--- src/rtl/cpu_pkg.sv ---
// Shared CPU constants and types for the writeback and register-file path.
//   N_REQ     number of writeback requesters sharing the register-file write port
//   AW, DW    register address width and register data width
//   REG_ZERO  address of the hard-wired zero register
//   req_idx_e requester index encoding of the writeback arbiter
package cpu_pkg;

  localparam int N_REQ = 3;
  localparam int AW    = 5;
  localparam int DW    = 32;

  localparam logic [AW-1:0] REG_ZERO = '0;

  typedef enum logic [1:0] {
    REQ_ALU  = 2'd0,
    REQ_LOAD = 2'd1,
    REQ_MDU  = 2'd2
  } req_idx_e;

endpackage

--- src/rtl/rr_arbiter.sv ---
// Combinational round-robin arbiter. The scan starts at ptr and wraps modulo N.
// The first requester with valid set wins.
// The caller owns the pointer register and advances it after a grant.
// The arbiter is reusable for any shared port, for example the memory port.
//   valid      [N]   request vector
//   ptr        [IW]  requester with the highest priority in this cycle
//   grant      [N]   one-hot grant, all zero when nothing is requested
//   grant_idx  [IW]  encoded index of the granted requester
//   grant_vld  [1]   a grant was made
module rr_arbiter #(
  parameter int N  = 3,
  parameter int IW = (N > 1) ? $clog2(N) : 1
) (
  input  logic [N-1:0]  valid,
  input  logic [IW-1:0] ptr,
  output logic [N-1:0]  grant,
  output logic [IW-1:0] grant_idx,
  output logic          grant_vld
);

  function automatic int wrap_idx(input int base, input int k);
    return (base + k) % N;
  endfunction

  always_comb begin
    // NOTE: every output gets a default before the loop, so no path leaves one
    // unassigned and no latch is inferred.
    grant     = '0;
    grant_idx = '0;
    grant_vld = 1'b0;
    for (int k = 0; k < N; k++) begin
      if (!grant_vld && valid[wrap_idx(int'(ptr), k)]) begin
        grant[wrap_idx(int'(ptr), k)] = 1'b1;
        grant_idx = IW'(wrap_idx(int'(ptr), k));
        grant_vld = 1'b1;
      end
    end
  end

endmodule

--- src/rtl/regfile_wb_arbiter.sv ---
// Register-file writeback arbiter with a busy scoreboard.
// Several writeback requesters (ALU, LOAD, MDU) share the one register-file
// write port through round-robin arbitration.
// The accepted request becomes a registered write command one cycle later.
// A per-register busy scoreboard lets decode stall on read-after-write hazards.
//   clk, rst               clock; asynchronous active-high reset
//   req_valid/req_ready    per-requester handshake (ready is combinational)
//   req_addr/req_data      per-requester destination and data, slice i = requester i
//   req_cancel             consume the request but suppress the write
//   rsv_valid/rsv_addr     decode reserves a destination register
//   chk_addr1/2, chk_busy1/2  combinational hazard lookups
//   rf_we/rf_waddr/rf_wdata   registered write command to the register file
//   rsv_err                one-cycle pulse: a busy register was reserved again
module regfile_wb_arbiter #(
  parameter int N_REQ = cpu_pkg::N_REQ,
  parameter int AW    = cpu_pkg::AW,
  parameter int DW    = cpu_pkg::DW
) (
  input  logic               clk,
  input  logic               rst,
  input  logic [N_REQ-1:0]    req_valid,
  output logic [N_REQ-1:0]    req_ready,
  input  logic [N_REQ*AW-1:0] req_addr,
  input  logic [N_REQ*DW-1:0] req_data,
  input  logic [N_REQ-1:0]    req_cancel,
  input  logic                rsv_valid,
  input  logic [AW-1:0]       rsv_addr,
  input  logic [AW-1:0]       chk_addr1,
  input  logic [AW-1:0]       chk_addr2,
  output logic                chk_busy1,
  output logic                chk_busy2,
  output logic                rf_we,
  output logic [AW-1:0]       rf_waddr,
  output logic [DW-1:0]       rf_wdata,
  output logic                rsv_err
);

  import cpu_pkg::*;

  localparam int IW   = (N_REQ > 1) ? $clog2(N_REQ) : 1;
  localparam int NREG = 1 << AW;

  logic [IW-1:0]    ptr;
  logic [IW-1:0]    ptr_nxt;
  logic [N_REQ-1:0] grant;
  logic [IW-1:0]    gidx;
  logic             gvld;

  logic [AW-1:0]    acc_addr;
  logic [DW-1:0]    acc_data;
  logic             acc_cancel;
  logic             acc_write;
  logic             rsv_set;
  logic             rsv_hit;

  logic [NREG-1:0]  busy;
  logic [NREG-1:0]  busy_nxt;

  rr_arbiter #(.N(N_REQ), .IW(IW)) u_arb (
    .valid     (req_valid),
    .ptr       (ptr),
    .grant     (grant),
    .grant_idx (gidx),
    .grant_vld (gvld)
  );

  // A grant is the handshake: the requester sees ready in the same cycle.
  assign req_ready = rst ? '0 : grant;

  assign acc_addr   = req_addr[int'(gidx)*AW +: AW];
  assign acc_data   = req_data[int'(gidx)*DW +: DW];
  assign acc_cancel = req_cancel[gidx];
  // A cancelled accept or an accept to $zero is consumed without a write.
  assign acc_write  = gvld && !acc_cancel && (acc_addr != REG_ZERO);

  assign ptr_nxt = (int'(gidx) == N_REQ - 1) ? '0 : gidx + IW'(1);

  assign rsv_set = rsv_valid && (rsv_addr != REG_ZERO);
  // The error is judged against the current busy bit. A clear that lands in
  // the same cycle does not mask it.
  assign rsv_hit = rsv_set && busy[rsv_addr];

  // Any accept to a nonzero register retires its reservation, cancelled ones
  // included. The set comes last so that a new reservation in the same cycle wins.
  always_comb begin
    busy_nxt = busy;
    if (gvld && (acc_addr != REG_ZERO)) busy_nxt[acc_addr] = 1'b0;
    if (rsv_set)                        busy_nxt[rsv_addr] = 1'b1;
  end

  assign chk_busy1 = (chk_addr1 != REG_ZERO) && busy[chk_addr1];
  assign chk_busy2 = (chk_addr2 != REG_ZERO) && busy[chk_addr2];

  // NOTE: sequential state uses non-blocking assignments. Every flop then
  // samples the pre-edge values, whatever order the statements are in.
  always_ff @(posedge clk or posedge rst) begin
    if (rst) begin
      ptr      <= '0;
      rf_we    <= 1'b0;
      rf_waddr <= '0;
      rf_wdata <= '0;
      rsv_err  <= 1'b0;
      // NOTE: busy is a flop vector, not a RAM, so it can be reset. Clearing
      // it here is how reset discards every outstanding reservation.
      busy     <= '0;
    end else begin
      rf_we   <= acc_write;
      rsv_err <= rsv_hit;
      busy    <= busy_nxt;
      if (gvld) ptr <= ptr_nxt;
      // The address and data load only on a real write. They hold through
      // every cycle in which rf_we is low.
      if (acc_write) begin
        rf_waddr <= acc_addr;
        rf_wdata <= acc_data;
      end
    end
  end

endmodule

--- config.mk ---
export PLATFORM = sky130hd
export DESIGN_NAME = regfile_wb_arbiter
export DESIGN_NICKNAME = d
export VERILOG_FILES = /design/src/rtl/cpu_pkg.sv /design/src/rtl/rr_arbiter.sv /design/src/rtl/regfile_wb_arbiter.sv
export SDC_FILE = /design/constraint.sdc
export NUM_CORES = 1
export LEC_CHECK = 0
export BUFFER_PORTS_ARGS = -buffer_cell sky130_fd_sc_hd__buf_2
export CAP_MARGIN = 20
export CORE_UTILIZATION = 50
export CTS_CLUSTER_SIZE = 30
export DETAILED_ROUTE_END_ITERATION = 8
export PLACE_DENSITY = 0.83
export SLEW_MARGIN = 20
export SYNTH_ARGS = -nofsm -noshare
export SYNTH_HDL_FRONTEND = slang
export SYNTH_HIERARCHICAL = 1
export SYNTH_SLANG_ARGS = --single-unit
--- constraint.sdc ---
create_clock -name clk -period 4.86 [get_ports clk]
set_clock_uncertainty 0.2 [all_clocks]
set_input_delay 1.215 -clock clk [delete_from_list [all_inputs] [get_ports clk]]
set_output_delay 1.215 -clock clk [all_outputs]
set_load 0.1 [all_outputs]
* After elaboration in Yosys (flattened, before gate mapping) *
Cells that the tools add are included.
Widths: inputs -> output; s select.

storage, ports and cells
  output and inout bits = 44
  register bits = 73
  bits of input ports = 135

operators by class
  $mul = 1
  shifts and indexed selects = 2
  multiplexer cells = 40
  add/subtract/negate cells = 3
  bitwise logic cells = 5
  equal/unequal tests = 1
  div/mod/pow operators = 3
  $lt $le $gt $ge = 13
  reduce and logical (&&, ||, !) cells = 21

operators with widths
  operator               number
  $ge 32x1->1 const B    3
  $lt 32x4->1 const B    3
  $shiftx 96x8->32       1
  $mod 32x3->32 const B  2
  $mux 32                2
  $and 32x32->32         1
  $mod 3x3->32 const B   1
  $not 32->32            1
  $or 32x32->32          1
  $lt 5x6->1 const B     4
  $reduce_bool 5->1      4
  $mux 1                 18
  $bmux 1 s5             3
  $shiftx 15x6->5        1
  $logic_and 1x1->1      14
  $mux 3                 4
  $demux 1 s5            2
  $ge 5x1->1 const B     2
  $bmux 1 s2             4
  $mux 2                 4
  $demux 1 s2            3
  $or 3x3->3             2
  $mul 2x3->5 const B    1
  $add 2x1->3 const B    1
  5 further kinds        7

* Longest topological paths before layout *
Gate-level depths: netlist of run 1.

  depth after elaboration = 22
  gate-level depth with buffers = 15
  gate-level depth less buffers = 11

* Modules after synthesis *
Netlist of run 1, hierarchy kept.

by module, submodules not included
  module              area an instance (µm²)  instances  cells an instance
  regfile_wb_arbiter  4,539.4                 1          400
  rr_arbiter          381.6                   1          52

* Worst setup path after synthesis of run 1 *
No wires, ideal clock.

  path kind = in2out
  start = input req_valid[2]
  end = output req_ready[0]
  slack = 0.317 ns
  arrival = 3.128 ns
  buffers on the path = 0
  cell stages on the path = 5
  cells stage by stage = nor4bb_1 -> a21oi_1 -> o22ai_1 -> o2bb2ai_1 -> nor2b_1

on the way
  word-level cells in the longest chain between the ends = 11
  elaborated cells between the ends (all ways) = 21
  classes of those cells = mux: 15; bitwise: 2; reduce/logical: 4

ends and longest elaborated chain
  element                                    RTL line                  source
  from (decl)                                regfile_wb_arbiter.sv:21  input logic [N_REQ-1:0] req_valid,
  $bmux 1 s2                                 rr_arbiter.sv:32          if (!grant_vld && valid[wrap_idx(int'(ptr), k)]) begin
  $mux 1 (implied by the code) (2 in a row)  rr_arbiter.sv:32
  $mux 1                                     rr_arbiter.sv:32
  $logic_not 1->1                            rr_arbiter.sv:32
  $logic_and 1x1->1                          rr_arbiter.sv:32
  $mux 1                                     rr_arbiter.sv:32
  $logic_not 1->1                            rr_arbiter.sv:32
  $logic_and 1x1->1                          rr_arbiter.sv:32
  $mux 3 *                                   rr_arbiter.sv:32
  via grant[0]                               regfile_wb_arbiter.sv:45  logic [N_REQ-1:0] grant;
  $mux 3 *                                   regfile_wb_arbiter.sv:68  assign req_ready = rst ? '0 : grant;
  to (decl)                                  regfile_wb_arbiter.sv:22  output logic [N_REQ-1:0] req_ready,

The timed path passes the listed nets; every way through them passes the cells marked *. The select of a mux whose other input is x is not followed.

* Worst setup path after layout of run 1 *
  start = input chk_addr1[0]
  end = output chk_busy1

on the way
  word-level cells in the longest chain between the ends = 3
  elaborated cells between the ends (all ways) = 4
  classes of those cells = mux: 2; reduce/logical: 2

ends and longest elaborated chain
  element                       RTL line                  source
  from (decl)                   regfile_wb_arbiter.sv:28  input logic [AW-1:0] chk_addr1,
  $bmux 1 s5                    regfile_wb_arbiter.sv:91  assign chk_busy1 = (chk_addr1 != REG_ZERO) && busy[chk_addr1];
  $mux 1 (implied by the code)  regfile_wb_arbiter.sv:91
  $logic_and 1x1->1 *           regfile_wb_arbiter.sv:91
  to (decl)                     regfile_wb_arbiter.sv:30  output logic chk_busy1,

Mark *: on every way between the ends. The rest lies on a longest branch, timed or not. The select of a mux whose other input is x is not followed.

==> flow_summary.ini, run 1 <==
[synth]
synthMuxAreaShare_pct = 31.5
yosysMostFrequentCell = o21ai_0
synth.top_cell.area_share_pct = 36.6
yosys.area_share.xor_xnor_pct = 0
synth_top_cells_by_area = dfrtp_1 (37%), mux4_2 (11%), o21ai_0 (10%)
synth_compound_area_share_pct = 16.7
synth_edf_count = 0
yosysSeqAreaShare_pct = 36.6
avgSynthCellArea_um2 = 10.9
synth-simple-area-share_pct = 9.74
ys_warn_count = 6
netlist_instances = 452
synth_top_area_cell = dfrtp_1
synth_common_cells = o21ai_0 (103), dfrtp_1 (72), mux2i_1 (44)
synth_fa_ha_area_share_pct = 1.02
async_flop_share_pct = 100
synth-seq-cells = 72
synth_nets = 591
synth_area_mm2 = 0.00492
synth_top_family_by_area = multiplexers
synth_ff_type = dfrtp_1
ys_types = 54

[routing]
routedWlPerCell_um = 18.0
vias = 4416
drt_wl_total_um = 13500
drc = 0
first_pass_iters = 4
postRouteAntennaNets = 0
via_per_inst = 5.86
drtIter0Drc = 191

[clock_network]
post-cts-setup-buffers = 0
cts_max_path_buffers = 2
numClockSinks = 72
clkTransAtPathRegs_ns = 0.07
cts_max_level = 3
cts_tree = done
numCtsBuffers = 9
clock_latency_ns = 0.36
cts-root-buf = clkbuf_8
cts_resized = 0
ctsHoldBuffers = 0

[critical_path]
cp-start-kind = primary input
path_cells = buf_2 -> mux4_2 -> mux4_2 -> mux2_2 -> buf_2
cpPeakStageDelay_ns = 0.55
criticalPathCategory = primary input to primary output
cpMaxStageDelayCell = mux4_2
crit_required_ns = 3.44
worst-path-buf-inv = 2
worst_setup_path_end_kind = primary output
arrival_ns = 3.08
critical_path.top_delay_family = multiplexers
worstPathMaxFanout = 9

[sta]
tightestPinTransition_ns = 0.907
rsz0062_at_grt = false
setup_tns_ns = 0
drv_slew = 0
setup_viol = 0
post-route-period-util_pct = 92.5
hold_violations = 0
relSlewSlack_pct = 39.6
period_needed_ns = 4.49
clock.fmax_ghz = 0.222

[place]
dp_hpwl_um = 10300
place_congestion = 0.983
portBuffers = 178

[grt]
use_met3_pct = 5.73
grt_use_met1_pct = 34.5
antenna_found_initial = 0
grt_max_degree = 73
grt_pass1_wl_um = 21200
globalRouteMet2Util_pct = 45.6
grt_overflow = 0
grt_pass1_vias = 4268
busiest_layer = met2
grt_usage_pct = 27.2

[flow_run]
cap_viol_max_count = 0

[floorplan]
io_pins = 179
core_mm2 = 0.00937
die_x_um = 101
start_util_pct = 52.5
rows = 35
die_area_mm2 = 0.0102
chipHeight_um = 101

[final_layout]
final_nets = 759
antenna-diode-count = 0
area_delta_synth_final_pct = 23.4
final_layout_size_suffix_gt1_share_pct = 43.8

[min_path]
holdCritPathClass = register to register

[outcome]
status = finished, final reports clean
[cell usage in the layout, fill, tap and decap left out, drive strengths merged, types with 3 or more instances in the layout]
master / count
a21oi: 12
a22o: 4
a2bb2oi: 3
buf: 183
clkbuf: 9
dfrtp: 72
ha: 4
inv: 9
mux2: 35
mux2i: 46
mux4: 25
nand2: 43
nand2b: 5
nand3: 17
nand3b: 3
nor2: 8
nor2b: 8
nor4: 3
o21ai: 103
o2bb2ai: 5
[worst paths after layout]
kind | startpoint | end | slack, ns | cells past startpoint
max | chk_addr1[0] | chk_busy1 | 0.37 | 5
min | rf_wdata[2] | rf_wdata[2] | 0.31 | 1
max reg2reg | ptr[0] | rf_wdata[1] | 1.10 | 12
min reg2reg | rf_wdata[2] | rf_wdata[2] | 0.31 | 1
max in group asynchronous | rst | busy[26] | 2.91 | 3
min in group asynchronous | rst | busy[11] | 0.94 | 3
[per-stage QoR]
| step | worst slack [ns] | std cells | instance area (µm²) | hold WS [ns] | util (%) |
|---|---|---|---|---|---|
| final | 0.365 | 754 | 6070 | 0.308 | 64.8 |
| after CTS | 0.356 | 754 | 6070 | 0.316 | 64.8 |
| after global routing | 0.320 | 754 | 6070 | 0.327 | 64.8 |
| after floorplan | 0.317 | 452 | 4920 | 0.300 | - |
| after detailed placement | 0.357 | 738 | 5850 | 0.290 | 62.4 |
| after global placement | 0.428 | 738 | 5850 | 0.289 | 62.4 |
[registers in the layout, indices dropped and copies added (netlist names)]
signal,count
rf_wdata,32
busy,31
rf_waddr,5
ptr,2
rf_we,1
rsv_err,1
[per-layer routing]
layer / part of all wire [%] / up-vias
li1: - / 2035
met1: 40 / 2127
met2: 50 / 220
met3: 6.9 / 34
met4: 3.0 / 0
met5: 0 / -
[kinds of logic after synthesis]
group	after synthesis
AND/OR/NAND/NOR	96
multiplexers	106
adder cells (fa/ha/maj)	4
buffers and inverters	33
AO/OA/AOI/OAI	141
flip-flops	72
[worst reg2reg max path, stage by stage, from the launching register on]
cell,delay [ns]
dfrtp_1,0.40
inv_1,0.08
ha_1,0.46
inv_1,0.12
a21oi_1,0.15
o211ai_1,0.19
a21oi_4,0.46
mux2i_1,0.20
o2bb2ai_1,0.48
nor4_4,0.08
a21oi_4,0.18
buf_12,0.27
mux2_2,0.38
[area by class of cell]
class / count / area (µm²)
clock buffer: 9 / 124
clock inverter: 7 / 103
fill: 792 / 3300
inverter: 7 / 26.3
multi-input combinational: 347 / 2920
sequential: 72 / 1800
tap: 129 / 161
timing repair buffer: 183 / 941
Power of run 1 is left out: the tool's default activity adds up to more than one toggle a clock period on the data nets, which glitch-free logic cannot reach.
==> run 2: changes to the inputs <==
--- a/config.mk
+++ b/config.mk
@@ -5,12 +5,13 @@
 export SDC_FILE = /design/constraint.sdc
 export NUM_CORES = 1
 export LEC_CHECK = 0
-export BUFFER_PORTS_ARGS = -buffer_cell sky130_fd_sc_hd__buf_2
+export BUFFER_PORTS_ARGS = -buffer_cell sky130_fd_sc_hd__buf_4
 export CAP_MARGIN = 20
 export CORE_UTILIZATION = 50
 export CTS_CLUSTER_SIZE = 30
 export DETAILED_ROUTE_END_ITERATION = 8
-export PLACE_DENSITY = 0.83
+export MAX_ROUTING_LAYER = met4
+export PLACE_DENSITY_LB_ADDON = 0.15
 export SLEW_MARGIN = 20
 export SYNTH_ARGS = -nofsm -noshare
 export SYNTH_HDL_FRONTEND = slang
==> run 2 against run 1 <==
Sequential share of layout area decreased by 2.1 points. Cell count is 0.13% higher. Routed wire length increased by 0.35%. Critical endpoint unchanged. Worst setup slack better by 0.19 ns. Core utilization increased by 4.9 points. Critical path depth unchanged. Highest routed layer unchanged. Critical path type unchanged. Hold slack improved by 0.0066 ns.
==> flow_summary.ini, run 2 (synthesized netlist as in run 1, its figures left out) <==
[outcome]
status = finished, final reports clean

[floorplan]
chipHeight_um = 101
start_util_pct = 52.5
core_mm2 = 0.00937
die_x_um = 101
die_area_mm2 = 0.0102
rows = 35
io_pins = 179

[grt]
antenna_found_initial = 0
grt_usage_pct = 29.4
grt_max_degree = 45
grt_overflow = 0
grt_pass1_wl_um = 22300
grt_pass1_vias = 4472

[place]
portBuffers = 178
dp_hpwl_um = 10600
place_inst = 739
place_congestion = 0.950

[clock_network]
post-cts-setup-buffers = 0
numCtsBuffers = 9
cts_resized = 0
clkTransAtPathRegs_ns = 0.07
cts_tree = done
cts_max_level = 3
cts_max_path_buffers = 2
clock_latency_ns = 0.35
ctsHoldBuffers = 0
cts-root-buf = clkbuf_8
numClockSinks = 72

[critical_path]
arrival_ns = 2.89
worst-path-buf-inv = 2
cp-start-kind = primary input
cpPeakStageDelay_ns = 0.51
criticalPathCategory = primary input to primary output
worst_setup_path_end_kind = primary output
cpMaxStageDelayCell = mux4_2
crit_required_ns = 3.44
path_cells = buf_4 -> mux4_2 -> mux4_2 -> mux2_2 -> buf_4
critical_path.top_delay_family = multiplexers
worstPathMaxFanout = 9

[routing]
routedWlPerCell_um = 18.0
drtIter0Drc = 239
drc = 0
via_per_inst = 5.84
postRouteAntennaNets = 0
vias = 4408
first_pass_iters = 4
drt_wl_total_um = 13600

[final_layout]
final_layout_size_suffix_gt1_share_pct = 43.9
seqCellArea_mm2 = 0.00180
final_nets = 760
mostFrequentLayoutCells = buf_4 (184), o21ai_0 (103), dfrtp_1 (72), mux2i_1 (44), nand2_1 (43)
final_common_cell = buf_4
fillers = 739
area_delta_synth_final_pct = 32.7
finalNonFillerCells = 755
top_register = rf_wdata
antenna-diode-count = 0
multi_input_area_mm2 = 0.00292
reg_top3 = rf_wdata (32), busy (31), rf_waddr (5)
largest_reg_flops = 32

[sta]
rsz0062_at_grt = false
drv_slew = 0
clock.fmax_ghz = 0.232
relSlewSlack_pct = 47.8
period_needed_ns = 4.30
hold_violations = 0
tightestPinTransition_ns = 0.783
setup_tns_ns = 0
setup_viol = 0
post-route-period-util_pct = 88.5

[min_path]
holdCritPathClass = register to register

[flow_run]
cap_viol_max_count = 0
-- run 2: final cells by class --
| cell class | instances | share of cell area [%] |
|---|---|---|
| Multi-Input combinational cell | 347 | 44.7 |
| Sequential cell | 72 | 27.6 |
| Inverter | 7 | 0.402 |
| Timing Repair Buffer | 184 | 21.2 |
| Tap cell | 129 | 2.47 |
| Clock inverter | 7 | 1.80 |
| Clock buffer | 9 | 1.90 |
-- run 2: stage by stage --
step / setup WS (ns) / hold slack (ns) / utilization (%) / instance area [µm²]
finish: 0.557 / 0.315 / 69.7 / 6530
global route: 0.509 / 0.329 / 69.7 / 6530
CTS: 0.549 / 0.312 / 69.7 / 6530
detailed placement: 0.549 / 0.288 / 67.1 / 6290
global placement: 0.571 / 0.291 / 67.1 / 6290
floorplan: 0.317 / 0.300 / - / 4920
-- run 2: final timing paths --
kind / startpoint / endpoint / slack, ns / cells past startpoint
min reg2reg: rf_waddr[1] / rf_waddr[1] / 0.31 / 1
min in group asynchronous: rst / busy[1] / 0.83 / 2
max in group asynchronous: rst / busy[5] / 2.66 / 3
max: chk_addr1[0] / chk_busy1 / 0.56 / 5
min: rf_waddr[1] / rf_waddr[1] / 0.31 / 1
max reg2reg: ptr[1] / rf_wdata[3] / 0.96 / 13
-- run 2: per-layer routing --
| metal | global-route usage, % | vias to the layer above | wire (µm) |
|---|---|---|---|
| li1 | - | 2040 | - |
| met1 | 34.8 | 2127 | 5430 |
| met2 | 48.1 | 208 | 6770 |
| met3 | 6.97 | 33 | 972 |
| met4 | 12.4 | 0 | 427 |
| met5 | - | - | 0 |
-- run 2: worst register-to-register path, stage by stage (launching register included) --
cell	delay [ns]
dfrtp_1	0.41
inv_1	0.09
ha_1	0.36
mux2i_4	0.35
mux2i_4	0.13
mux2i_1	0.15
nor2_2	0.11
buf_4	0.38
nand2_1	0.13
o22ai_2	0.39
nor4_4	0.12
a21oi_4	0.17
buf_4	0.41
mux2_2	0.40
Power of run 2 is left out for the same reason.
